$ cat config.mk
export PLATFORM = sky130hd
export DESIGN_NAME = match_sequencer
export DESIGN_NICKNAME = d
export VERILOG_FILES = /design/src/rtl/quidditch_pkg.sv /design/src/rtl/rise_detect.sv /design/src/rtl/match_sequencer.sv
export SDC_FILE = /design/constraint.sdc
export NUM_CORES = 1
export LEC_CHECK = 0
export CORE_MARGIN = 3
export CORE_UTILIZATION = 50
export CTS_BUF_LIST = sky130_fd_sc_hd__clkbuf_4 sky130_fd_sc_hd__clkbuf_8 sky130_fd_sc_hd__clkbuf_16
export CTS_CLUSTER_SIZE = 10
export DETAILED_ROUTE_END_ITERATION = 12
export PLACE_DENSITY = 0.74
export SLEW_MARGIN = 10
export SYNTH_ARGS = -nofsm -noshare
export SYNTH_HDL_FRONTEND = slang
export SYNTH_SLANG_ARGS = --single-unit
export TNS_END_PERCENT = 1
$ cat constraint.sdc
create_clock -name clk -period 2.5 [get_ports clk]
set_input_delay 0.5 -clock clk [delete_from_list [all_inputs] [get_ports clk]]
set_output_delay 0.5 -clock clk [all_outputs]
set_load 0.01 [all_outputs]
$ cat src/rtl/quidditch_pkg.sv
// rtl/quidditch_pkg.sv - Shared match state, winner codes and default constants.
package quidditch_pkg;

  typedef enum logic [1:0] {
    IDLE  = 2'd0,
    SERVE = 2'd1,
    PLAY  = 2'd2,
    OVER  = 2'd3
  } match_state_t;

  typedef enum logic [1:0] {
    NONE = 2'b00,
    BLUE = 2'b01,
    RED  = 2'b10,
    DRAW = 2'b11
  } winner_t;

  localparam int unsigned DEFAULT_WIN_SCORE    = 5;
  localparam int unsigned DEFAULT_SERVE_CYCLES = 50_000_000;

endpackage

$ cat src/rtl/rise_detect.sv
// rtl/rise_detect.sv - 1-bit rising-edge detector with a parameterised previous-value reset.
module rise_detect #(
  parameter logic RESET_VAL = 1'b0
) (
  input  logic clk,
  input  logic rst_n,
  input  logic din,
  output logic rise
);

  logic prev;

  always_ff @(posedge clk) begin
    if (!rst_n) prev <= RESET_VAL;
    else        prev <= din;
  end

  assign rise = din & ~prev;

endmodule

$ cat src/rtl/match_sequencer.sv
// rtl/match_sequencer.sv - Quidditch match FSM with scoring and serve delay; MATCH_TIMER_EN adds the match clock.
module match_sequencer
  import quidditch_pkg::*;
#(
  parameter int unsigned WIN_SCORE     = DEFAULT_WIN_SCORE,
  parameter int unsigned SERVE_CYCLES  = DEFAULT_SERVE_CYCLES,
  parameter int unsigned CLK_HZ        = 50_000_000,
  parameter int unsigned MATCH_SECONDS = 120
) (
  input  logic       clk,
  input  logic       rst_n,
  input  logic       start_btn,
  input  logic       blue_score_up,
  input  logic       red_score_up,
  output logic       game_initiated,
  output logic       game_over,
  output logic [1:0] match_state,
  output logic [3:0] blue_score,
  output logic [3:0] red_score,
  output logic [1:0] winner,
  output logic [7:0] time_left
);

  localparam logic [3:0]  WIN_VAL    = 4'(WIN_SCORE);
  localparam logic [31:0] SERVE_LAST = 32'(SERVE_CYCLES - 1);

  match_state_t state;
  logic [31:0]  serve_cnt;
  logic         start_rise, blue_rise, red_rise;
  logic [3:0]   blue_next, red_next;
  logic         blue_wins, red_wins;

  // Start detector presets high so a button held through reset is not a start.
  rise_detect #(.RESET_VAL(1'b1)) u_start_rise (
    .clk(clk), .rst_n(rst_n), .din(start_btn), .rise(start_rise)
  );
  rise_detect #(.RESET_VAL(1'b0)) u_blue_rise (
    .clk(clk), .rst_n(rst_n), .din(blue_score_up), .rise(blue_rise)
  );
  rise_detect #(.RESET_VAL(1'b0)) u_red_rise (
    .clk(clk), .rst_n(rst_n), .din(red_score_up), .rise(red_rise)
  );

  assign blue_next   = blue_score + 4'(blue_rise);
  assign red_next    = red_score + 4'(red_rise);
  assign blue_wins   = (blue_next == WIN_VAL);
  assign red_wins    = (red_next == WIN_VAL);
  assign match_state = state;

`ifdef MATCH_TIMER_EN
  localparam logic [31:0] PRESC_LAST  = 32'(CLK_HZ - 1);
  localparam logic [7:0]  TIME_RELOAD = 8'(MATCH_SECONDS);

  logic [31:0] presc;
  logic [7:0]  time_cnt;
  logic        sec_wrap, time_up;
  winner_t     leader;

  assign sec_wrap  = (presc == PRESC_LAST);
  assign time_up   = sec_wrap && (time_cnt == 8'd1);
  assign time_left = time_cnt;
  assign leader    = (blue_next > red_next) ? BLUE :
                     (red_next > blue_next) ? RED : DRAW;

  always_ff @(posedge clk) begin
    if (!rst_n) begin
      presc    <= '0;
      time_cnt <= TIME_RELOAD;
    end else if ((state == IDLE || state == OVER) && start_rise) begin
      presc    <= '0;
      time_cnt <= TIME_RELOAD;
    end else if (state == PLAY) begin
      if (sec_wrap) begin
        presc <= '0;
        if (time_cnt != 8'd0) time_cnt <= time_cnt - 8'd1;
      end else begin
        presc <= presc + 32'd1;
      end
    end
  end
`else
  // Timer parameters stay on the interface in both builds; untimed builds read zero.
  assign time_left = 8'(MATCH_SECONDS) & 8'(CLK_HZ) & 8'h00;
`endif

  always_ff @(posedge clk) begin
    if (!rst_n) begin
      state          <= IDLE;
      serve_cnt      <= '0;
      blue_score     <= '0;
      red_score      <= '0;
      winner         <= NONE;
      game_initiated <= 1'b0;
      game_over      <= 1'b0;
    end else begin
      case (state)
        IDLE, OVER: begin
          if (start_rise) begin
            state      <= SERVE;
            serve_cnt  <= '0;
            blue_score <= '0;
            red_score  <= '0;
            winner     <= NONE;
            game_over  <= 1'b0;
          end
        end
        SERVE: begin
          if (serve_cnt == SERVE_LAST) begin
            state          <= PLAY;
            game_initiated <= 1'b1;
          end else begin
            serve_cnt <= serve_cnt + 32'd1;
          end
        end
        PLAY: begin
          blue_score <= blue_next;
          red_score  <= red_next;
          // A winning goal outranks timer expiry when deciding the winner.
          if (blue_wins || red_wins) begin
            state          <= OVER;
            game_initiated <= 1'b0;
            game_over      <= 1'b1;
            winner         <= (blue_wins && red_wins) ? DRAW : (blue_wins ? BLUE : RED);
          end
`ifdef MATCH_TIMER_EN
          else if (time_up) begin
            state          <= OVER;
            game_initiated <= 1'b0;
            game_over      <= 1'b1;
            winner         <= leader;
          end
`endif
          else if (blue_rise || red_rise) begin
            state          <= SERVE;
            serve_cnt      <= '0;
            game_initiated <= 1'b0;
          end
        end
        default: state <= IDLE;
      endcase
    end
  end

endmodule

# [Word level (Yosys, flattened, before mapping)]
# Index checks and enable logic that the tools add are counted.
[totals] ff_bits=49 latchBits=0 ramBits=0 rom_bits=0 in_bits=5 out_inout_bits=22 elab_cells=69 mem_count=0
[classes] add_sub_neg=3 n_mul=0 div=0 n_lt_le_gt_ge=0 n_eq_ne=13 shifts=0 muxes=25 n_bitwise=6 reduce_logical=12
[ops] cell="32-bit 2-to-1 mux" count=4
[ops] cell="32-bit case mux with 3 select lines" count=1
[ops] cell="32-bit by 1-bit adder with 32-bit output, second input constant" count=1
[ops] cell="32-bit by 26-bit equality test with 1-bit output, second input constant" count=1
[ops] cell="2-bit 2-to-1 mux" count=8
[ops] cell="4-bit case mux with 2 select lines" count=2
[ops] cell="2-bit inequality test, second input constant" count=6
[ops] cell="3-bit AND reduction" count=3
[ops] cell="4-bit by 1-bit adder with 4-bit output" count=2
[ops] cell="4-bit by 3-bit equality test with 1-bit output, second input constant" count=2
[ops] cell="2-bit case mux with 3 select lines" count=1
[ops] cell="1-bit 2-to-1 mux" count=5
[ops] cell="2-bit equality test, second input constant" count=2
[ops] cell="4-bit 2-to-1 mux" count=1
[ops] cell="1-bit case mux with 2 select lines" count=2
[ops] cell="2-bit case mux with 2 select lines" count=1
[ops] cell="4-bit AND reduction" count=1
[ops] cell="2-bit nonzero test" count=2
[ops] cell="1-bit AND" count=3
[ops] cell="3-bit inequality test, second input constant" count=1
[ops] cell="1-bit NOT" count=3
[ops] cell="2-bit by 1-bit equality test with 1-bit output, second input constant" count=1
[ops] cell="2-bit zero test" count=1
[ops] cell="1-bit logical OR" count=2
[ops] cell="other kinds (3)" count=3

# [Longest topological paths before layout]
# Gate-level depths: netlist (run 1).
[depth] word_depth=8 depth_mapped=10 mapped_depth_nobuf=9

# [Hierarchy]
# A second synthesis (run 1) with hierarchy kept.
[unflattened] cells_unflattened=342 hier_area_um2=2776.4
[modules_own_cells] mod="match_sequencer" n_inst=1 cells_per_inst=333 area_each_um2=2656.3 seq_area_each_um2=920.9
[modules_own_cells] mod="rise_detect" n_inst=3 cells_per_inst=3 area_each_um2=40.0 seq_area_each_um2=20.0

# [Least setup slack after synthesis (run 1)]
# No wires, ideal clock.
[synth_timing] path_kind="input to register" from="input port blue_score_up" to="register serve_cnt[9]" arrival_time_ns=2.287 required_time_ns=2.384 slack_ns=0.097 path_stages=9 path_cell_list="nor2b_1 > ha_1 > ha_1 > a2111oi_4 > a21oi_4 > o211ai_4 > buf_6 > nor3_1 > o211a_1"
[synth_via] elab_chain_len=6
[synth_lines] element="start: declaration" line="match_sequencer.sv:13" text="input logic blue_score_up,"
[synth_lines] element="1-bit AND *" line="rise_detect.sv:18" text="assign rise = din & ~prev;"
[synth_lines] element="4-bit by 1-bit adder with 4-bit output" line="match_sequencer.sv:44" text="assign blue_next = blue_score + 4'(blue_rise);"
[synth_lines] element="4-bit by 3-bit equality test with 1-bit output" line="match_sequencer.sv:46" text="assign blue_wins = (blue_next == WIN_VAL);"
[synth_lines] element="1-bit logical OR" line="match_sequencer.sv:119" text="if (blue_wins || red_wins) begin"
[synth_lines] element="2-bit inequality test (no line)"
[synth_lines] element="4-bit AND reduction (no line) *"
[synth_lines] element="end signal: assignment" line="match_sequencer.sv:112" text="serve_cnt <= serve_cnt + 32'd1;"
[synth_lines] element="end: declaration" line="match_sequencer.sv:28" text="logic [31:0] serve_cnt;"
# Every way passes the cells marked *; elsewhere a longest branch is shown, timed or not.
# A chain may end at the register's enable or synchronous reset.

# [Final worst setup path (run 1)]
[layout_timing] from="input port blue_score_up" to="register serve_cnt[22]"
# The elaborated chain is that of the path after synthesis.

==> results by group, run 1 <==
Hold path
  – Hold Path Cell Cnt: 2
  – HP Start: serve_cnt[20]
  – Type of the worst min-delay path: register to register
  – Worst Hold Path EP: serve_cnt[20]

Route
  – Routed length on met1: between 3000 and 4000 um
  – First-pass DRT Iterations: 5
  – Met2 wire length: 3890 um
  – Drt initial violations: just under 300
  – DRC viols: 0
  – Highest metal used: met4
  – Met3 WL: about 470 um
  – DR WL/cell: between 15 and 20 um
  – Vias per cell: roughly 6.3
  – Routed wire length: just over 8000 um
  – Post-DRT Antenna Nets: 0
  – Detailed-route via count: just under 3k

Logic synthesis
  – Synthesized area: 2950 um^2
  – Commonest cells post-synth: dfxtp_1, nand2_1, a21oi_1, nand4_1, nor2_1
  – Top cells by area, synth: dfxtp_1, a21oi_1, nand2_1, nand4_1, ha_1
  – Post-synth EDFFs: 0
  – Flops & latches, synth: 49
  – Count leader, synth: dfxtp_1
  – Async S/R FF share, synth: 0
  – Register area share after synthesis: 0.333
  – Avg Cell Area, Syn: around 8.3 um^2
  – Synth Warn #: 0
  – Synth area leader: dfxtp_1
  – Primary FF master, synth: dfxtp_1
  – Synth unique cells: about 60
  – Post-synthesis cell count: between 300 and 400
  – Top cell type's share of synthesized area: 0.333

Final layout
  – Fin nets: between 400 and 500
  – Share of cells above drive strength 1: 0.176
  – Ant. Diodes: 0
  – Filler Cell Count: 460
  – Non-Filler Instances: around 470
  – Area Overhead vs Synth: 24.8%
  – Sequential cell area: approximately 980 um^2
  – Final core occ: 0.656
  – Multi-input logic area: between 1500 and 2000 um^2

Floorplanning
  – Die width: around 83 um
  – Die area: about 6900 um^2
  – Chip height: 82.8 um
  – Core area: between 5000 and 6000 um^2
  – Initial Util: 0.525
  – I/O pin count: 27
  – Rows: 27

STA
  – Worst-case clock skew: 0.0103 ns
  – Fin. Hold Viols: 0
  – RSZ-0062 raised after global routing: yes
  – Setup WS post-layout: ~0.07 ns
  – Worst slew pin tran: approximately 0.86 ns
  – Max Freq: about 410 MHz
  – Setup violators final: 0
  – Period minus WS final: approximately 2.4 ns
  – Setup TNS: 0 ns
  – Slew Limit Headroom: 0.427
  – Fin crit share: 0.971
  – Pins Over Slew Limit: 0

Placed design
  – RePlAce Congestion: approximately 0.85
  – I/O Buffers: 18
  – DP HPWL: a little over 5000 um
  – Pre-CTS WS: -0.501 ns
  – Placed cells: 445

Setup path
  – Reg2reg end: serve_cnt[22]
  – Critical path endpoint category: register
  – R2R Setup Slk: roughly 0.20 ns
  – Worst-path maximum fanout: 4
  – CP Launch Type: primary input
  – Reg-to-reg startpoint: u_blue_rise.prev
  – Kind of critical path: primary input to register
  – Required @ worst endpoint: 2.75 ns
  – Critical Path AT: between 2 and 3 ns
  – Reg2reg path depth: 11

Clock tree
  – Clk slew on worst S/H paths: about 0.1 ns
  – Clock Path Buffers: 2
  – # clock sinks: 49
  – Clk Latency, worst-skew pair: approximately 0.31 ns
  – CTS Buf Count: 5
  – CTS tree: done
  – Hold buffers post-CTS: 0
  – Root buf cell: clkbuf_8
  – H-Tree Depth: 2

Global routing
  – Grt ovf: 0
  – Pin count of the biggest net entering global routing: 34
  – Tot GR Track Use: 0.255
  – Initial antenna violation count: 0
  – First-pass GRT wire length: around 14000 um
  – Vias in the first global route: around 2.7k

Pwr
  – VDD IR max: 0.000385 V
  – Pwr dens: between 500 and 600 nW/um^2
  – Pleak: between 1 and 1.5 nW
  – Overall power: about 0.0019 W

Run
  – Max cap viols: 0

Status
  – Status: finished clean
## cell type report
type,instances,area share
clock buffers,7,0.0245
clock inverters,1,0.00817
inverters,8,0.00817
multi-input cells,277,0.519
flip-flops and latches,49,0.267
well taps,72,0.0245
repair buffers,51,0.149
## where the power goes
group / switching, W / internal [W]
sequential: 0.0000101 / 0.000788
combinational: 0.000280 / 0.000235
clock: 0.000278 / 0.000338
total: 0.000568 / 0.00136
## per-stage QoR
stage | hold WS (ns) | instance area [um^2]
6_report | 0.470 | 3680
5_1_grt | 0.533 | 3680
4_1_cts | 0.474 | 3650
3_5_place_dp | 0.465 | 3250
3_3_place_gp | 0.455 | 3250
2_1_floorplan | 0.439 | 2970
## repair_timing
item / CTS / global route
gates cloned: 3 / 0
setup endpoints to repair: 37 / 26
pin swaps: 11 / 8
endpoints found under the hold margin: 0 / 0
gates resized for setup: 24 / 11
setup buffers: 8 / 2
## how the worst max path moves through the flow
stage / from / end / slack, ns / depth (start not counted)
global route: blue_score_up / match_state[1] / -0.01 / 12
global placement: blue_score_up / serve_cnt[9] / -0.42 / 10
detailed placement: blue_score_up / serve_cnt[9] / -0.50 / 11
floorplan: blue_score_up / serve_cnt[9] / 0.1 / 9
CTS: blue_score_up / serve_cnt[12] / 0.001 / 14
finish: blue_score_up / serve_cnt[22] / 0.07 / 13
## critical path, stage by stage
cell	delay, ns
dlygate4sd2_1	0.24
nor2b_4	0.14
ha_4	0.16
buf_4	0.13
a31o_4	0.22
a2111oi_4	0.38
buf_4	0.18
buf_4	0.10
a21o_4	0.11
a21boi_2	0.07
buf_4	0.16
a21boi_1	0.13
o21a_1	0.14
## metal layers
| layer | up-vias | GRT usage |
|---|---|---|
| met3 | 13 | 0.0369 |
| met5 | - | 0 |
| met2 | 123 | 0.419 |
| met4 | 0 | 0.0735 |
| li1 | 1398 | - |
| met1 | 1397 | 0.346 |
## cells by family (layout without fill, tap and decap cells)
kind of cell    after synthesis  in the layout  share of synthesized area
buf+inv                      36             67                     0.0730
flops                        49             49                      0.333
simple gates                161            161                      0.317
compound gates               96             96                      0.229
xor+xnor                      3              3                    0.00892
fa+ha+maj                     8              8                     0.0340
other cells                   1              8                    0.00127
mux                           1              1                    0.00340
## state kept, by name (all words and copies together) (netlist names)
register           count
blue_score             4
game_initiated         1
game_over              1
match_state            2
red_score              4
serve_cnt             32
u_blue_rise.prev       1
u_red_rise.prev        1
u_start_rise.prev      1
winner                 2
## layout by cell type (no fill, tap or decap), types with 7 or more instances in the layout
cell              n
and3_1            8
nor2_1           17
and2_1            7
and4_1            8
a21oi_1          31
o21ai_1          10
conb_1            8
or4_1            11
dfxtp_1          49
o21ai_0          11
nand3_1          13
buf_4            23
nand2_1          39
or3_1            14
inv_1             7
clkdlybuf4s50_1  16
nand4_1          19
Note: power is estimated with default switching activity, not from simulation.
==> run 2: changes to the inputs <==
--- a/config.mk
+++ b/config.mk
@@ -5,12 +5,15 @@
 export SDC_FILE = /design/constraint.sdc
 export NUM_CORES = 1
 export LEC_CHECK = 0
+export ABC_AREA = 1
+export ABC_CLOCK_PERIOD_IN_PS = 2500
 export CORE_MARGIN = 3
 export CORE_UTILIZATION = 50
 export CTS_BUF_LIST = sky130_fd_sc_hd__clkbuf_4 sky130_fd_sc_hd__clkbuf_8 sky130_fd_sc_hd__clkbuf_16
 export CTS_CLUSTER_SIZE = 10
 export DETAILED_ROUTE_END_ITERATION = 12
-export PLACE_DENSITY = 0.74
+export HOLD_SLACK_MARGIN = 0.12
+export PLACE_DENSITY = 0.73
 export SLEW_MARGIN = 10
 export SYNTH_ARGS = -nofsm -noshare
 export SYNTH_HDL_FRONTEND = slang
==> run 2 against run 1 <==
- sequential power is 5.5% higher
- die area grew 17%
- total power rose by 47%
- core utilization down 3.0 points
- clock skew decreased by 0.0055 ns
- worst hold slack got worse by 0.064 ns
- synthesized cell count increased by 65%
- critical endpoint is now serve_cnt[4]
- routed wire length grew 12%
==> results by group, run 2 <==
Status
  – Status: finished clean

Clock tree
  – CTS Buf Count: 5 (unchanged)
  – H-Tree Depth: 2 (unchanged)
  – Post-CTS setup buffers: 0 (-8)
  – Clk Latency, worst-skew pair: 0.31 ns (about the same)
  – Clock Path Buffers: 2 (unchanged)
  – Hold buffers post-CTS: 0 (unchanged)
  – # clock sinks: 49 (unchanged)
  – Clk slew on worst S/H paths: 0.09 ns (about the same)
  – CTS tree: done
  – Root buf cell: clkbuf_8

Route
  – Detailed-route via count: 3682 (+26%)
  – Vias per cell: 5.14 (-19%)
  – Routed wire length: 9110 um (+12%)
  – Drt initial violations: 336 (+13%)
  – First-pass DRT Iterations: 5 (unchanged)
  – Post-DRT Antenna Nets: 0 (unchanged)
  – DR WL/cell: 12.7 um (-27%)
  – DRC viols: 0 (unchanged)

Pwr
  – VDD IR max: 0.000421 V (+9.2%)
  – Pwr dens: 689 nW/um^2 (+31%)
  – Pleak: 1.72 nW (+32%)

Final layout
  – Reg with most FFs: serve_cnt
  – Fin nets: 636 (+57%)
  – Share of cells above drive strength 1: 0.136 (-0.0394)
  – Regs by FF count: serve_cnt (32), blue_score (4), red_score (4)
  – Most frequent cells in the layout: nand2_1, nor2_1, inv_1, nand3_1, dfxtp_1
  – Commonest non-fill, non-tap cell in the layout: nand2_1
  – Final core occ: 0.625 (-0.0302)
  – Ant. Diodes: 0 (unchanged)
  – Max FFs per register: 32 (unchanged)
  – Area Overhead vs Synth: 17.8%

STA
  – Period minus WS final: 2.31 ns (-0.115 ns)
  – Setup violators final: 0 (unchanged)
  – Fin. Hold Viols: 0 (unchanged)
  – RSZ-0062 raised after global routing: no
  – Setup TNS: 0 ns (unchanged)
  – Max Freq: 432 MHz (+5.0%)
  – Min Hold Slack: 0.406 ns (-0.0641 ns)
  – Fin crit share: 0.925 (-0.0460)
  – Worst slew pin tran: 0.711 ns (-0.148 ns)
  – Slew Limit Headroom: 0.526 (+0.0985)
  – Worst-case clock skew: 0.00489 ns (-0.00546 ns)
  – Pins Over Slew Limit: 0 (unchanged)

Floorplanning
  – Core area: 6570 um^2 (+17%)
  – Die area: 8010 um^2 (+17%)
  – Chip height: 89.5 um (+8.1%)
  – Rows: 29 (+7.4%)
  – I/O pin count: 27 (unchanged)
  – Die width: 89.5 um (+8.1%)
  – Initial Util: 0.531 (+0.00514)

Setup path
  – Critical Path AT: 2.56 ns (-0.12 ns)
  – CP max stage delay: 0.32 ns (-0.06 ns)
  – Reg-to-reg startpoint: u_blue_rise.prev
  – Most used cell, CP: nand2_2
  – CP Launch Type: primary input
  – Critical-path cell list: dlymetal6s2s_1, inv_1, or2_4, inv_1, ha_2, buf_4, nand3_1, nand2_2, nand2_2, nand2_2, nand2_4, buf_4, a21oi_4, clkbuf_16, nand3_1, a21oi_2
  – Critical Path Source: blue_score_up
  – Required @ worst endpoint: 2.75 ns (about the same)
  – Kind of critical path: primary input to register
  – Critical path endpoint category: register
  – Worst-path maximum fanout: 5 (+1)
  – Crit path max-delay cell type: a21oi_4

Global routing
  – Tot GR Track Use: 0.238 (-0.0166)
  – Grt ovf: 0 (unchanged)
  – Initial antenna violation count: 0 (unchanged)
  – First-pass GRT wire length: 15000 um (+11%)
  – Vias in the first global route: 3271 (+22%)
  – Pin count of the biggest net entering global routing: 21 (-38%)

Placed design
  – DP HPWL: 6830 um (+34%)
  – RePlAce Congestion: 1.02 (+20%)
  – I/O Buffers: 18 (unchanged)

Hold path
  – Type of the worst min-delay path: primary input to register
  – HP Start: red_score_up

Logic synthesis
  – Avg Cell Area, Syn: 5.96 um^2 (-28%)
  – Primary FF master, synth: dfxtp_1
  – Synth Warn #: 0 (unchanged)
  – Count leader, synth: nand2_1
  – Post-synthesis cell count: 585 (+65%)
  – Post-synth EDFFs: 0 (unchanged)
  – Top cell type's share of synthesized area: 0.282 (-0.0514)
  – Async S/R FF share, synth: 0 (unchanged)
  – Top cells by area, synth: dfxtp_1, nand2_1, nor2_1, inv_1, nand3_1
  – Synth area leader: dfxtp_1
  – Synthesized area: 3480 um^2 (+18%)
  – Synth unique cells: 33 (-46%)
  – Register area share after synthesis: 0.282 (-0.0514)
  – Commonest cells post-synth: nand2_1, nor2_1, inv_1, nand3_1, dfxtp_1
  – Flops & latches, synth: 49 (unchanged)

Run
  – Max cap viols: 0 (unchanged)
run 2: cell types whose count changed after synthesis, sizes merged, moves of 11 or more:
cell,previous run,this run
or4,11,0
o21ai,23,4
inv,8,76
nand2,39,216
nand4,20,6
nand3,15,52
nor2,17,93
or3,14,0
run 2: path summary, 6_finish.rpt:
kind	to	slack, ns	depth (start not counted)
hold reg to reg	game_initiated	0.47	2
setup reg to reg	serve_cnt[4]	0.20	14
setup / recovery	serve_cnt[4]	0.19	16
hold / removal	u_red_rise.prev	0.41	3
run 2: where the power goes:
group	total [W]	switching (W)	internal [W]
Clock	0.000505	0.000280	0.000225
Combinational	0.00148	0.000837	0.000643
Sequential	0.000843	0.0000286	0.000814
Total	0.00283	0.00115	0.00168
run 2: what timing repair did:
item	in CTS	in global routing
setup endpoints to repair	7	37
gates cloned	0	3
gates resized for setup	2	16
pin swaps	0	12
run 2: per-layer routing:
metal  share of wire  track usage
met2            0.46        0.390
met3           0.066       0.0350
met1            0.45        0.316
met5               0            0
met4           0.025       0.0880
run 2: cells by family after synthesis:
group,count (synthesis),synth area share
flops,49,0.282
other cells,1,0.00108
buf+inv,96,0.120
fa+ha+maj,8,0.0287
compound gates,39,0.0715
xor+xnor,12,0.0302
simple gates,380,0.467
run 2: layout make-up:
type | instances | area, um^2
multi-input cells | 447 | 2170
fillers | 626 | 2460
repair buffers | 44 | 457
clock buffers | 6 | 82.6
flip-flops and latches | 49 | 981
clock inverters | 2 | 13.8
inverters | 76 | 285
well taps | 93 | 116
run 2: worst max-delay path: cells and delay by family:
| kind | cells | cell delay [ns] |
|---|---|---|
| AOI/OAI and AO/OA | 2 | 0.47 |
| adders and majority gates | 1 | 0.17 |
| buffers and inverters | 6 | 0.67 |
| and+or+nand+nor | 7 | 0.77 |
run 2: per-stage QoR:
| stage | setup WS [ns] | instance area, um^2 | power, W | instances |
|---|---|---|---|---|
| 2_1_floorplan | 0.279 | 3510 | 0.00166 | 592 |
| 3_3_place_gp | -0.300 | 3880 | 0.00208 | 706 |
| 3_5_place_dp | -0.327 | 3880 | 0.00210 | 706 |
| 4_1_cts | 0.000689 | 3990 | 0.00262 | 714 |
| 5_1_grt | 0.0629 | 4110 | 0.00301 | 717 |
| 6_report | 0.187 | 4110 | 0.00283 | 717 |
